<file path="src/rtl/dco_pkg.sv">
// dco_pkg: shared constants, helper function and channel-state type for the dco_bank oscillator array
package dco_pkg;
  localparam logic [15:0] LFSR_SEED = 16'hACE1;
  localparam logic [15:0] LFSR_TAPS = 16'hB400;
  localparam int MAX_ACC_W = 32;
  localparam int MAX_CODE_W = 16;
  typedef struct packed {
    logic [MAX_ACC_W-1:0]  acc;
    logic [MAX_CODE_W-1:0] active;
    logic [MAX_CODE_W-1:0] pending;
    logic                  flag;
  } dco_ch_state_t;
  function automatic int clog2_min1(input int n);
    return (n < 2) ? 1 : $clog2(n);
  endfunction
endpackage

</file>
<file path="src/rtl/dco_channel.sv">
// dco_channel: one phase-accumulator oscillator whose new code loads only at a phase wrap
// ports: clk, rst_n (async low); ena run enable; en channel enable (low clears phase);
// dither adds one LSB to a nonzero step; wr/wr_code load the pending code;
// busy = pending code waiting; dco = accumulator MSB
module dco_channel import dco_pkg::*; #(
  parameter int CODE_W = 8,
  parameter int ACC_W  = 16
) (
  input  logic              clk,
  input  logic              rst_n,
  input  logic              ena,
  input  logic              en,
  input  logic              dither,
  input  logic              wr,
  input  logic [CODE_W-1:0] wr_code,
  output logic              busy,
  output logic              dco
);
  logic [ACC_W-1:0]  acc;
  logic [CODE_W-1:0] active, pending;
  logic [ACC_W:0]    sum;
  logic              apply;
  assign sum = {1'b0, acc} + (ACC_W+1)'(active) + (ACC_W+1)'(dither & |active);
  // a disabled channel swaps codes at once, even while the bank is paused
  assign apply = busy & (~en | (ena & (sum[ACC_W] | ~|active)));
  assign dco = acc[ACC_W-1];
  always_ff @(posedge clk or negedge rst_n)
    if (!rst_n) begin
      acc <= '0;
      active <= '0;
      pending <= '0;
      busy <= 1'b0;
    end else begin
      if (ena) acc <= en ? sum[ACC_W-1:0] : '0;
      if (wr) begin
        pending <= wr_code;
        busy <= 1'b1;
      end else if (apply) begin
        active <= pending;
        busy <= 1'b0;
      end
    end
endmodule

</file>
<file path="src/rtl/dco_bank.sv">
// dco_bank: NUM_CH phase-accumulator oscillators with a ready/valid code port and a gated edge meter
// ports: clk, rst_n (async low); ena global run; ch_en per-channel enable;
// wr_valid/wr_ready/wr_ch/wr_code code write port; dco_out square waves;
// meas_ch metered channel; meas_count/meas_valid last window's rising-edge count
// build option: define DCO_DITHER_EN to add LFSR dither to every nonzero step
module dco_bank import dco_pkg::*; #(
  parameter int NUM_CH    = 4,
  parameter int CODE_W    = 8,
  parameter int ACC_W     = 16,
  parameter int GATE_LOG2 = 10,
  parameter int MEAS_W    = 12
) (
  input  logic                           clk,
  input  logic                           rst_n,
  input  logic                           ena,
  input  logic [NUM_CH-1:0]              ch_en,
  input  logic                           wr_valid,
  output logic                           wr_ready,
  input  logic [clog2_min1(NUM_CH)-1:0]  wr_ch,
  input  logic [CODE_W-1:0]              wr_code,
  output logic [NUM_CH-1:0]              dco_out,
  input  logic [clog2_min1(NUM_CH)-1:0]  meas_ch,
  output logic [MEAS_W-1:0]              meas_count,
  output logic                           meas_valid
);
  localparam int CH_W = clog2_min1(NUM_CH);
  logic [NUM_CH-1:0]    busy;
  logic [2**CH_W-1:0]   busy_pad, dco_pad;
  logic                 dither, meas_bit, meas_prev, rise;
  logic [CH_W-1:0]      meas_q;
  logic [GATE_LOG2-1:0] win;
  logic [MEAS_W-1:0]    edges, edges_nx;
  // padding makes out-of-range channel numbers read as idle, so their writes are accepted and dropped
  assign busy_pad = (2**CH_W)'(busy);
  assign dco_pad = (2**CH_W)'(dco_out);
  assign wr_ready = ~busy_pad[wr_ch];
  assign meas_bit = int'(meas_ch) < NUM_CH ? dco_pad[meas_ch] : dco_out[0];
  assign rise = meas_bit & ~meas_prev;
  assign edges_nx = edges + MEAS_W'(rise & ~&edges);
`ifdef DCO_DITHER_EN
  logic [15:0] lfsr;
  always_ff @(posedge clk or negedge rst_n)
    if (!rst_n) lfsr <= LFSR_SEED;
    else if (ena) lfsr <= (lfsr >> 1) ^ (lfsr[0] ? LFSR_TAPS : 16'h0);
  assign dither = lfsr[0];
`else
  assign dither = 1'b0;
`endif
  for (genvar i = 0; i < NUM_CH; i++) begin : g_ch
    dco_channel #(.CODE_W(CODE_W), .ACC_W(ACC_W)) u_ch (
      .clk(clk),
      .rst_n(rst_n),
      .ena(ena),
      .en(ch_en[i]),
      .dither(dither),
      .wr(wr_valid & wr_ready & (int'(wr_ch) == i)),
      .wr_code(wr_code),
      .busy(busy[i]),
      .dco(dco_out[i])
    );
  end
  // a change of meas_ch abandons the running window without reporting it
  always_ff @(posedge clk or negedge rst_n)
    if (!rst_n) begin
      win <= '0;
      edges <= '0;
      meas_prev <= 1'b0;
      meas_q <= '0;
      meas_count <= '0;
      meas_valid <= 1'b0;
    end else begin
      meas_valid <= 1'b0;
      if (ena) begin
        meas_prev <= meas_bit;
        meas_q <= meas_ch;
        if (meas_ch != meas_q) begin
          win <= '0;
          edges <= '0;
        end else if (&win) begin
          meas_count <= edges_nx;
          meas_valid <= 1'b1;
          win <= '0;
          edges <= '0;
        end else begin
          win <= win + 1'b1;
          edges <= edges_nx;
        end
      end
    end
endmodule

</file>
<file path="config.mk">
export PLATFORM = sky130hd
export DESIGN_NAME = dco_bank
export DESIGN_NICKNAME = d
export VERILOG_FILES = /design/src/rtl/dco_pkg.sv /design/src/rtl/dco_channel.sv /design/src/rtl/dco_bank.sv
export SDC_FILE = /design/constraint.sdc
export NUM_CORES = 1
export LEC_CHECK = 0
export ABC_AREA = 0
export BUFFER_PORTS_ARGS = -buffer_cell sky130_fd_sc_hd__buf_4
export CORE_MARGIN = 3
export CORE_UTILIZATION = 60
export DETAILED_ROUTE_END_ITERATION = 12
export GPL_ROUTABILITY_DRIVEN = 0
export PLACE_DENSITY = 0.78
export REMOVE_ABC_BUFFERS = 1
export SYNTH_ARGS = -nofsm -noshare
export SYNTH_HDL_FRONTEND = slang
export SYNTH_SLANG_ARGS = --single-unit
</file>
<file path="constraint.sdc">
create_clock -name clk -period 5.8 [get_ports clk]
set_input_delay 0 -clock clk [delete_from_list [all_inputs] [get_ports clk]]
set_output_delay 0 -clock clk [all_outputs]
set_load 0.1 [all_outputs]
</file>
==> reports/results.ini <==
[critical_path]
critPathTopFamily=compound AO/OA/AOI/OAI gates
critPathMaxStageDelay_ns=0.43
cp_cell_sequence=ha_1 > fa_1 > a211oi_1 > o21ba_1 > a221oi_4 > nand3_2 > a21bo_1 > mux2_4
cp_num_buf_inv=0
crit_path_start_kind=register
crit_arrival_ns=3.10
endpoint_kind=register
cp_data_required_time_ns=6.11
critical_path_class=reg2reg
cp_slowest_cell=fa_1
worstPathMaxFanout=8

[routing]
vias=6632
wl_per_cell_um=18.13
first_pass_iters=5
drtAntennaViolNets=0
vias_per_cell=6.198
totalWireLength_um=19400
drc=0
dr.first_iter.drc_count=521

[timing]
max_freq_mhz=358.6
grt_setup_unrepaired=no
final-hold-violation-count=0
fin_hold_ws_ns=0.01776
slew_viol_final=0
slew_headroom_pct=27.81
period_needed_ns=2.789
worst_slew_pin_slew_ns=1.080
setup_tns_ns=0
fin_crit_sh_pct=48.08
finalSetupViolCount=0
skew_ns=0.006131

[pwr]
switching_power_mw=1.701
intPower_mw=2.904
p_leak_nw=4.584
clock_power_share_pct=24.6
switching_share_pct=36.94
pwr-share-comb_pct=36.9
p_seq_share_pct=38.5
powerDensity_nw_per_um2=459.5
p_total_mw=4.606
ir_drop_v=0.0003941

[grt]
grt_max_degree=105
grt_antenna_before_repair=0
grt_pass1_wl_um=32570
grt_overflow=0
grt_pass1_vias=6751
track_usage_pct=24.96

[logic_synthesis]
synth_area_leaders=dfrtp_1 (48%), mux2_2 (6.8%), ha_1 (4.9%)
syn_avg_cell_area_um2=10.67
synthArstFlopShare_pct=100.0
yosysTopAreaCell=dfrtp_1
yosysSeqAreaShare_pct=47.86
syn_inst=833
ys.warnings.count=0
ys_ff_latch=170
synth-main-ff-cell=dfrtp_1
synth.distinct_cells=76
netlist_area_um2=8889
netlist.area_leader.share_pct=47.86
synth_edf_count=0

[die]
die_w_um=127.7
die_y_um=127.7
die_area_um2=16310
io_pins=38
fp-row-count=43
coreArea_um2=14200
start_util_pct=62.58

[clock_network]
cts_tree=built
clock_latency_ns=0.43
cts.clk_slew.worst_paths_ns=0.07
cts_inserted_buffers=17
cts_setup_buffers=0
clockBufferDepth=2
root_buffer=clkbuf_16
htreeDepth=4
clock-sinks=170
ctsResizeCount=0

[placement]
hpwl_um=13090
placed_cell_area_um2=9274
dpl.cell_count=1022
portBuffers=37

[cells_and_area]
syn_to_final_growth_pct=12.77
drive_above_1_share_pct=18.09
fin_area_um2=10020
fin_nets=936
antenna_cells=0
fin_cells=1070
nFillCells=1034

[run_status]
outcome=completed

[flow_run]
max_cap_violations=0

[min_path]
hp-class=in2reg

==> worst paths after layout <==
kind / slack [ns] / endpoint / startpoint / depth (start not counted)
min in group asynchronous: 0.23 / g_ch[2].u_ch.acc[13] / rst_n / 2
worst max register to register: 3.01 / g_ch[2].u_ch.active[6] / g_ch[2].u_ch.active[0] / 8
worst min register to register: 0.48 / g_ch[1].u_ch.acc[14] / g_ch[1].u_ch.acc[14] / 1
max in group asynchronous: 4.15 / g_ch[1].u_ch.acc[4] / rst_n / 3
worst max-delay path: 3.01 / g_ch[2].u_ch.active[6] / g_ch[2].u_ch.active[0] / 8
worst min-delay path: 0.02 / g_ch[1].u_ch.busy / wr_ch[1] / 3
==> synth_stat cells (7+ instances only) <==
cell type and instances:
xor2_1 14, o21ai_0 66, nor4_1 8, a21oi_1 17, xnor2_1 25, clkbuf_1 22, nor2_1 41, ha_1 35
a21o_1 10, a211o_1 7, o2bb2ai_1 15, nand3_1 35, a22o_1 10, o21bai_1 9, a211oi_1 9, nand2_1 86
nand4_1 9, dfrtp_1 170, mux2_4 10, and3_1 17, o31ai_1 12, mux2_2 54, nor3_1 11, inv_1 31
==> power by group through the flow <==
| stage | combinational, mW | sequential, mW | clock, mW |
|---|---|---|---|
| finish | 1.70 | 1.78 | 1.13 |
| floorplan | 1.30 | 1.73 | 0 |
| detailed placement | 1.66 | 1.78 | 0 |
| CTS | 1.69 | 1.77 | 1.15 |
| global placement | 1.57 | 1.76 | 0 |
| global route | 1.89 | 1.82 | 1.20 |
==> what timing repair did <==
action,CTS,global route
setup endpoints to repair,0,0
hold buffers,16,0
hold endpoints to repair,177,0
==> cell type report <==
class                      count  area, um2  area share [%]
timing repair buffer          56      464.2           4.631
clock buffer                  18      439.2           4.381
inverter                      31      116.4           1.161
multi-input combinational    601       4374           43.64
sequential                   170       4254           42.44
tap                          180      225.2           2.247
clock inverter                14      150.1           1.498
==> layout by cell type, fill, tap and decap left out, types with 6 or more instances in the layout <==
cell type	instances
a211o_1	7
o2bb2ai_1	15
a211oi_1	9
dlygate4sd3_1	16
nand2_1	86
nor3_1	11
a21o_1	10
inv_6	6
o31ai_1	12
inv_1	31
xor2_1	14
mux2_4	10
o21ai_0	66
a22o_1	10
a21oi_1	17
dfrtp_1	170
o21bai_1	9
buf_4	39
xnor2_1	25
nand3_1	35
nor2_1	41
mux2_2	54
and3_1	17
clkbuf_16	17
ha_1	35
nor4_1	8
nand4_1	9
==> sequential cells by signal, indices dropped and copies added, names as in the netlist <==
register	flops
meas_count	12
meas_q	2
edges	12
g_ch.u_ch.pending	32
win	10
g_ch.u_ch.active	32
g_ch.u_ch.busy	4
meas_prev	1
g_ch.u_ch.acc	64
meas_valid	1
==> worst min-delay path, stage by stage <==
cell,delay (ns)
buf_4,0.12
nor3_2,0.11
o21bai_1,0.18
==> metal layers <==
layer  wire length (um)  global-route usage, %
met1               8524                  32.36
met2               9587                  41.81
met3                845                  5.375
met4                443                  8.801
met5                  0                      0
==> stage by stage <==
| stage | utilization, % | setup WS (ns) |
|---|---|---|
| 2_1_floorplan | - | 2.962 |
| 3_3_place_gp | 65.29 | 3.163 |
| 3_5_place_dp | 65.29 | 3.047 |
| 4_1_cts | 70.57 | 3.011 |
| 5_1_grt | 70.57 | 2.858 |
| 6_report | 70.57 | 3.011 |
==> kinds of logic (layout without fill, tap and decap cells) <==
logic type | after synthesis | after routing | synth area share (%)
AOI/OAI and AO/OA | 209 | 209 | 16.65
xor gates and xnor gates | 39 | 39 | 3.843
adders and majority gates | 39 | 39 | 5.828
buffers and inverters | 62 | 119 | 2.928
DFF | 170 | 170 | 47.86
muxes | 69 | 69 | 9.375
and+or+nand+nor | 245 | 245 | 13.51
Note: power is estimated with default switching activity, not from simulation.
